File: config.mk
export PLATFORM = sky130hd
export DESIGN_NAME = sound_arbiter
export DESIGN_NICKNAME = d
export VERILOG_FILES = /design/src/rtl/sound_arbiter_pkg.sv /design/src/rtl/sound_prio_pick.sv /design/src/rtl/sound_arbiter.sv
export SDC_FILE = /design/constraint.sdc
export NUM_CORES = 1
export LEC_CHECK = 0
export CAP_MARGIN = 40
export CORE_ASPECT_RATIO = 2
export CORE_MARGIN = 2
export CORE_UTILIZATION = 50
export DETAILED_ROUTE_END_ITERATION = 16
export PLACE_DENSITY_LB_ADDON = 0.15
export REMOVE_ABC_BUFFERS = 1
export SETUP_SLACK_MARGIN = 0.02
export SLEW_MARGIN = 15
export SYNTH_ARGS = -nofsm -noshare
export SYNTH_HDL_FRONTEND = slang
export SYNTH_SLANG_ARGS = --single-unit
File: constraint.sdc
create_clock -name clk -period 2.42 [get_ports clk]
set_input_delay 0.242 -clock clk [delete_from_list [all_inputs] [get_ports clk]]
set_output_delay 0.242 -clock clk [all_outputs]
set_load 0.05 [all_outputs]
File: src/rtl/sound_arbiter_pkg.sv
// Shared constants for the sound arbiter: sound codes, requester indices and
// the FSM state encoding.
package sound_arbiter_pkg;

  typedef logic [2:0] sound_code_t;

  localparam sound_code_t SND_MOVE      = 3'd0;
  localparam sound_code_t SND_CAPTURE   = 3'd1;
  localparam sound_code_t SND_CHECK     = 3'd2;
  localparam sound_code_t SND_PROMOTION = 3'd3;
  localparam sound_code_t SND_WIN       = 3'd4;
  localparam sound_code_t SND_DRAW      = 3'd5;

  localparam int NUM_REQ      = 4;
  localparam int REQ_GAMEOVER = 0;
  localparam int REQ_CHECK    = 1;
  localparam int REQ_CAPTURE  = 2;
  localparam int REQ_MOVE     = 3;

  localparam logic [0:0] ST_IDLE = 1'b0;
  localparam logic [0:0] ST_HOLD = 1'b1;

endpackage

File: src/rtl/sound_prio_pick.sv
// Fixed-priority pick: lowest-index valid slot wins, and its code is muxed out.
module sound_prio_pick
  import sound_arbiter_pkg::*;
(
  input  logic [NUM_REQ-1:0]   i_pend_v,
  input  logic [3*NUM_REQ-1:0] i_codes,
  output logic [NUM_REQ-1:0]   o_onehot,
  output sound_code_t          o_code
);

  // Scanning from the top down lets the lowest set index overwrite the rest.
  always_comb begin
    o_onehot = '0;
    o_code   = '0;
    for (int i = NUM_REQ - 1; i >= 0; i--) begin
      if (i_pend_v[i]) begin
        o_onehot    = '0;
        o_onehot[i] = 1'b1;
        o_code      = i_codes[3*i +: 3];
      end
    end
  end

endmodule

File: src/rtl/sound_arbiter.sv
// Arbitrates four sound requesters onto a single Sound player, enforcing a
// minimum spacing of HOLD_CYCLES between play_sound strobes.
module sound_arbiter
  import sound_arbiter_pkg::*;
#(
  parameter int HOLD_CYCLES = 20000000,
  parameter int CNT_W       = 25
) (
  input  logic        clk,
  input  logic        rstn,
  input  logic [3:0]  req,
  input  logic [11:0] req_code,
  input  logic        mute,
  output logic [2:0]  sound_code,
  output logic        play_sound,
  output logic [3:0]  grant,
  output logic [3:0]  drop,
  output logic        busy
);

  localparam logic [CNT_W-1:0] HOLD_LOAD = CNT_W'(HOLD_CYCLES - 1);

  logic [0:0]       r_state;
  logic [CNT_W-1:0] r_cnt;
  logic [3:0]       r_pend_v;
  logic [11:0]      r_pend_code;
  sound_code_t      r_sound_code;
  logic             r_play;
  logic [3:0]       r_grant;
  logic [3:0]       r_drop;

  logic [3:0]       w_win;
  sound_code_t      w_code;
  logic             w_issue;

  sound_prio_pick u_pick (
    .i_pend_v (r_pend_v),
    .i_codes  (r_pend_code),
    .o_onehot (w_win),
    .o_code   (w_code)
  );

  // While muted the slots are being flushed, so nothing may be issued from them.
  assign w_issue = (|r_pend_v) && !mute &&
                   ((r_state == ST_IDLE) || (r_cnt == '0));

  always_ff @(posedge clk or negedge rstn) begin
    if (!rstn) begin
      r_state      <= ST_IDLE;
      r_cnt        <= '0;
      r_play       <= 1'b0;
      r_grant      <= '0;
      r_sound_code <= '0;
    end else begin
      r_play  <= w_issue;
      r_grant <= w_issue ? w_win : 4'b0000;
      if (w_issue) begin
        r_sound_code <= w_code;
        r_cnt        <= HOLD_LOAD;
        r_state      <= ST_HOLD;
      end else if (r_state == ST_HOLD) begin
        if (r_cnt != '0) begin
          r_cnt <= r_cnt - 1'b1;
        end else begin
          r_state <= ST_IDLE;
        end
      end
    end
  end

  // A new request on a slot being granted this edge refills it without a drop.
  always_ff @(posedge clk or negedge rstn) begin
    if (!rstn) begin
      r_pend_v    <= '0;
      r_pend_code <= '0;
      r_drop      <= '0;
    end else begin
      r_drop <= '0;
      for (int i = 0; i < NUM_REQ; i++) begin
        if (mute) begin
          r_pend_v[i] <= 1'b0;
        end else if (req[i]) begin
          r_pend_v[i]           <= 1'b1;
          r_pend_code[3*i +: 3] <= req_code[3*i +: 3];
          r_drop[i]             <= r_pend_v[i] & ~(w_issue & w_win[i]);
        end else if (w_issue && w_win[i]) begin
          r_pend_v[i] <= 1'b0;
        end
      end
    end
  end

  assign sound_code = r_sound_code;
  assign play_sound = r_play;
  assign grant      = r_grant;
  assign drop       = r_drop;
  assign busy       = (r_state == ST_HOLD);

endmodule

==> results of run 1 <==
## metrics by stage
step | power [µW] | hold WS, ns | instances
floorplan | 1420 | -0.0536 | 238
global placement | 1610 | 0.282 | 347
detailed placement | 1630 | 0.289 | 347
CTS | 2270 | 0.477 | 355
global route | 2360 | 0.489 | 356
finish | 2260 | 0.459 | 356
## what timing repair did
action                     in CTS  in global routing
cloned                          0                  1
hold endpoints to repair       25                  0
pin swaps                       0                  1
setup endpoints to repair      12                 20
hold buffers                    1                  0
resized for setup               1                  3
## cells in the mapped netlist, drive strengths merged, types with 2 or more instances
library cell  count
inv               8
nor4b             4
or4               4
a211o             3
o31ai             8
nor2             21
clkbuf            7
o21ai            16
nand3             4
nor3             15
xnor2             3
nor4              7
or2               3
buf               6
and2              2
o41ai             3
and3              6
a2bb2oi           3
nor2b             4
mux2             15
dfrtp            54
nand2b            2
a21oi            19
nand4b            3
or3               2
nand2             9
a21o              2
a221oi            2
## logic make-up (layout without fill, tap and decap cells)
family	after synthesis	count (layout)	share of synthesized area [%]
buf+inv	21	67	3.80
fa+ha+maj	1	1	0.464
xor+xnor	3	3	0.975
compound gates	66	67	16.9
simple gates	90	90	21.1
mux	16	16	6.64
flops	54	54	50.1
## worst max path at each step
stage,slack (ns),endpoint,startpoint
floorplan,-0.41,r_cnt[12],r_cnt[0]
detailed placement,-0.008,sound_code[1],r_cnt[0]
global placement,0.08,sound_code[1],r_cnt[0]
finish,0.10,r_cnt[12],r_cnt[0]
CTS,0.05,r_cnt[22],r_cnt[0]
global route,0.02,r_cnt[9],r_cnt[0]
## final cells by class
class                           count  area (µm²)  share of cell area (%)
Multi-Input combinational cell    177        1280                    38.4
Tap cell                           58        72.6                    2.18
Timing Repair Buffer               52         482                    14.5
Clock inverter                      1        30.0                   0.903
Clock buffer                        6        82.6                    2.48
Inverter                            8        30.0                   0.903
Sequential cell                    54        1350                    40.6
## critical path: stages (launching register included)
cell and delay [ns]:
dfrtp_1 0.41, inv_1 0.10, ha_1 0.19, nor4b_4 0.28, buf_4 0.18, nand2_1 0.15
or4_1 0.48, and3_1 0.20, a211o_1 0.22
## layout by cell type (no fill, tap or decap), types with 4 or more instances in the layout
cell type,count
a21oi_1,19
and3_1,6
buf_4,18
clkbuf_8,6
clkdlybuf4s50_1,30
dfrtp_1,54
inv_1,8
mux2_2,15
nand2_1,9
nand3_1,4
nor2_1,19
nor2b_1,4
nor3_1,15
nor4_1,4
o21ai_0,13
o31ai_1,7
## power by group
part           switching, µW  internal, µW  leakage (µW)
Clock                    300           331     0.0000573
Sequential               158          1020      0.000652
Combinational            228           224      0.000706
Total                    687          1580       0.00141
## flip-flops by register name, indices dropped and copies added, names as in the netlist
name,flops
busy,1
drop,4
grant,4
play_sound,1
r_cnt,25
r_pend_code,12
r_pend_v,4
sound_code,3
## per-layer routing
layer  up-vias  part of all wire [%]
met3        23                   3.6
li1       1029                     -
met4         0                   3.8
met5         -                     0
met1      1085                    36
met2        65                    56
==> out/qor.yml, run 1 <==
grt:
  grt_overflow: 0
  grt_use_total_pct: 23.2
  use_met3_pct: 4.09
  antenna_found_initial: 0
  grt_pass1_vias: 2215
  grt_busiest_layer: "met2"
  grt_pass1_wl_mm: 10.7
  met2_usage_pct: 43.1
  grt_use_met1_pct: 24.0
  grt_max_degree: 30
clock_tree:
  cts_buffer_depth: 2
  clock_latency_ns: 0.32
  cts_setup_buffers: 0
  cts.root.buffer_cell: "clkbuf_8"
  htree_levels: 2
  cts_buffers: 5
  cts.sinks: 54
  cts_tree: "built"
  clkTransAtPathRegs_ns: 0.10
floorplanning:
  die_h_um: 108
  start_util_pct: 52.0
  die_area_mm2: 0.00603
  die_w_um: 55.9
  ioPinCount: 32
  core_mm2: 0.00518
  num_rows: 37
sta:
  tns_ns: 0
  period_share_pct: 95.7
  setup_ws_ns: 0.104
  max_slew_margin_pct: 59.8
  fmax_ghz: 0.432
  period_needed_ns: 2.32
  finalHoldViolCount: 0
  slew_violations: 0
  skew_ns: 0.00757
  tightest_slew_ns: 0.603
  grt_setup_unrepaired: "true"
  setup_viol: 0
yosys:
  ys_types: 55
  synth_edf_count: 0
  yosys_warnings: 0
  synth_area_mm2: 0.00270
  synth-seq-cells: 54
  netlist_instances: 251
  yosysSeqAreaShare_pct: 50.1
  synth.largest_area_cell: "dfrtp_1"
  ys_async_sr_fraction_pct: 100
  synth_area_leaders: "dfrtp_1, mux2_2, a21oi_1, nor3_1, nor2_1"
  synth_top_area_share_pct: 50.1
  syn_area_per_cell_um2: 10.7
  synth_ff_type: "dfrtp_1"
routing:
  ant_nets: 0
  vias: 2202
  drc: 0
  vias_per_cell: 6.19
  wl_mm: 6.60
  drtIter0Drc: 78
  wire_per_inst_um: 18.5
  dr.pass1.iters: 4
min_path:
  hold_class: "primary input to async pin"
cells_and_area:
  postLayoutCellArea_mm2: 0.00332
  drive_gt1_share_pct: 20.8
  area_growth_pct: 23.3
  num-fill-cells: 423
  fin_util_pct: 64.1
  antenna_cells: 0
  nNetsFinal: 318
worst_setup_path:
  criticalPathCategory: "flip-flop to flip-flop"
  r2r_slack_ns: 0.10
  crit-reg2reg-launch: "r_cnt[0]"
  arrival_ns: 2.53
  worstPathRequired_ns: 2.63
  worstReg2RegEnd: "r_cnt[12]"
  critPathCaptureType: "flip-flop"
  worstSetupStartpointType: "flip-flop"
  rr_worst_depth: 8
  critPathMaxFanout: 4
run_status:
  status: "complete, no violations"
place:
  placed_area_mm2: 0.00316
  portBuffers: 31
  hpwl_mm: 4.82
  place_ws_ns: -0.00760
  place_congestion: 0.920
power_and_ir_drop:
  cellPowerDensity_mw_per_mm2: 681
  max-vdd-ir-drop_mv: 0.751
  p_leak_uw: 0.00141
flow_run:
  max_cap_violations: 0
Note: power is estimated with default switching activity, not from simulation.
==> inputs of run 2 (changes only) <==
==> constraint.sdc (replaced) <==
create_clock -name clk -period 2.42 [get_ports clk]
set_input_delay 0.242 -clock clk [delete_from_list [all_inputs] [get_ports clk]]
set_output_delay 0.242 -clock clk [all_outputs]
set_load 0.005 [all_outputs]
==> run 2 against run 1 <==
Compared with the run above:
- worst setup slack lost 0.0015 ns
- total power fell by 1.7%
- final cell count rose by 2.0%
- sequential share of layout area down 0.51 points
- non-clock buffer count is 6 higher
- clock power down 2%
- utilization grew 0.82 points
- highest routed layer unchanged
- combinational power shrank 4%
- flip-flop and latch count unchanged
- sequential power hardly changed
- via count down 0.59%
- largest power group unchanged
==> out/qor.yml, run 2 (synthesis gave the netlist of run 1 again) <==
cells_and_area:
  final_common_cell: "dfrtp_1"
  postLayoutCellArea_mm2: 0.00337
  nNetsFinal: 324
  area_growth_pct: 24.9
  drive_gt1_share_pct: 22.6
  antenna_cells: 0
  largestRegisters: "r_cnt: 25 flops, r_pend_code: 12 flops"
  mostFrequentLayoutCells: "dfrtp_1, clkdlybuf4s50_1, buf_4"
  multi_input_area_mm2: 0.00128
  top_register: "r_cnt"
  largest_reg_flops: 25
  fin_util_pct: 64.9
  num-fill-cells: 442
  ff_latch_area_mm2: 0.00135
worst_setup_path:
  worstSetupStartpointType: "flip-flop"
  critPathCaptureType: "flip-flop"
  worstPathRequired_ns: 2.63
  arrival_ns: 2.53
  critPathMaxFanout: 7
  criticalPathCategory: "flip-flop to flip-flop"
clock_tree:
  cts.sinks: 54
  cts_buffer_depth: 2
  cts_tree: "built"
  cts_buffers: 5
  htree_levels: 2
  clock_latency_ns: 0.32
  clkTransAtPathRegs_ns: 0.10
  cts.root.buffer_cell: "clkbuf_8"
sta:
  grt_setup_unrepaired: "false"
  max_slew_margin_pct: 59.6
  fmax_ghz: 0.431
  finalHoldViolCount: 0
  period_needed_ns: 2.32
  tns_ns: 0
  tightest_slew_ns: 0.606
  setup_viol: 0
  period_share_pct: 95.8
  slew_violations: 0
  skew_ns: 0.00884
floorplanning:
  die_w_um: 55.9
  die_area_mm2: 0.00603
  ioPinCount: 32
  num_rows: 37
  core_mm2: 0.00518
  start_util_pct: 52.0
  die_h_um: 108
grt:
  grt_pass1_vias: 2155
  grt_overflow: 0
  grt_max_degree: 30
  antenna_found_initial: 0
  grt_pass1_wl_mm: 10.5
  grt_use_total_pct: 23.0
flow_run:
  max_cap_violations: 0
routing:
  wire_per_inst_um: 18.0
  drc: 0
  wl_mm: 6.55
  dr.pass1.iters: 4
  ant_nets: 0
  vias_per_cell: 6.03
  drtIter0Drc: 54
  vias: 2189
place:
  placed_area_mm2: 0.00316
  hpwl_mm: 4.66
  place_congestion: 0.891
  portBuffers: 31
min_path:
  hold_class: "primary input to async pin"
power_and_ir_drop:
  p_leak_uw: 0.00144
  cellPowerDensity_mw_per_mm2: 660
  max-vdd-ir-drop_mv: 0.621
run_status:
  status: "complete, no violations"
## run 2: cell types whose count changed in the layout (fill, tap and decap cells not counted), sizes merged
cell and delta:
clkinvlp +1, buf +6
## run 2: layout make-up
type                       count  area share (%)
sequential                    54            40.1
inverter                       8           0.892
timing repair buffer          58            15.6
clock inverter                 2            1.11
tap                           58            2.16
multi-input combinational    177            37.9
clock buffer                   6            2.16
## run 2: final timing paths
path                       startpoint             end  slack, ns  depth (start not counted)
max in group asynchronous        rstn  r_pend_code[0]       1.40                          3
hold / removal                   rstn       r_cnt[12]       0.46                          2
setup reg to reg             r_cnt[6]        r_cnt[9]       0.10                          6
setup / recovery             r_cnt[6]        r_cnt[9]       0.10                          6
hold reg to reg             r_cnt[23]       r_cnt[23]       0.48                          1
min in group clk            r_cnt[23]       r_cnt[23]       0.48                          1
## run 2: metrics by stage
stage	worst slack [ns]	hold WS [ns]	std cells	power [µW]
4_1_cts	0.0481	0.478	356	2220
5_1_grt	0.00597	0.491	363	2330
3_3_place_gp	0.0875	0.287	347	1570
6_report	0.102	0.456	363	2220
3_5_place_dp	-0.0123	0.287	347	1590
2_1_floorplan	-0.407	-0.0536	238	1390
## run 2: repair_timing
| action | 4_1_cts | 5_1_grt |
|---|---|---|
| buffers inserted | 0 | 6 |
| hold buffers | 1 | 0 |
| resized for setup | 1 | 7 |
| endpoints found under the setup margin | 10 | 6 |
| pin swaps | 1 | 1 |
| endpoints found under the hold margin | 25 | 0 |
| cloned | 0 | 1 |
## run 2: worst max-delay path, stage by stage (launching register included)
cell      delay (ns)
dfrtp_1         0.48
nor4_4          0.45
nand4b_4        0.18
o41a_4          0.55
buf_4           0.16
and3_1          0.16
a211o_1         0.22
## run 2: layer usage
metal	vias to the layer above	track usage [%]	part of all wire (%)
li1	1049	-	-
met2	46	44.0	57
met4	0	9.86	3.4
met5	-	0	0
met1	1078	23.9	37
met3	16	3.97	2.9
## run 2: power breakdown
group / total [µW] / switching (µW) / internal (µW)
logic: 433 / 202 / 231
registers: 1170 / 151 / 1020
clock network: 619 / 310 / 309
total: 2220 / 663 / 1560
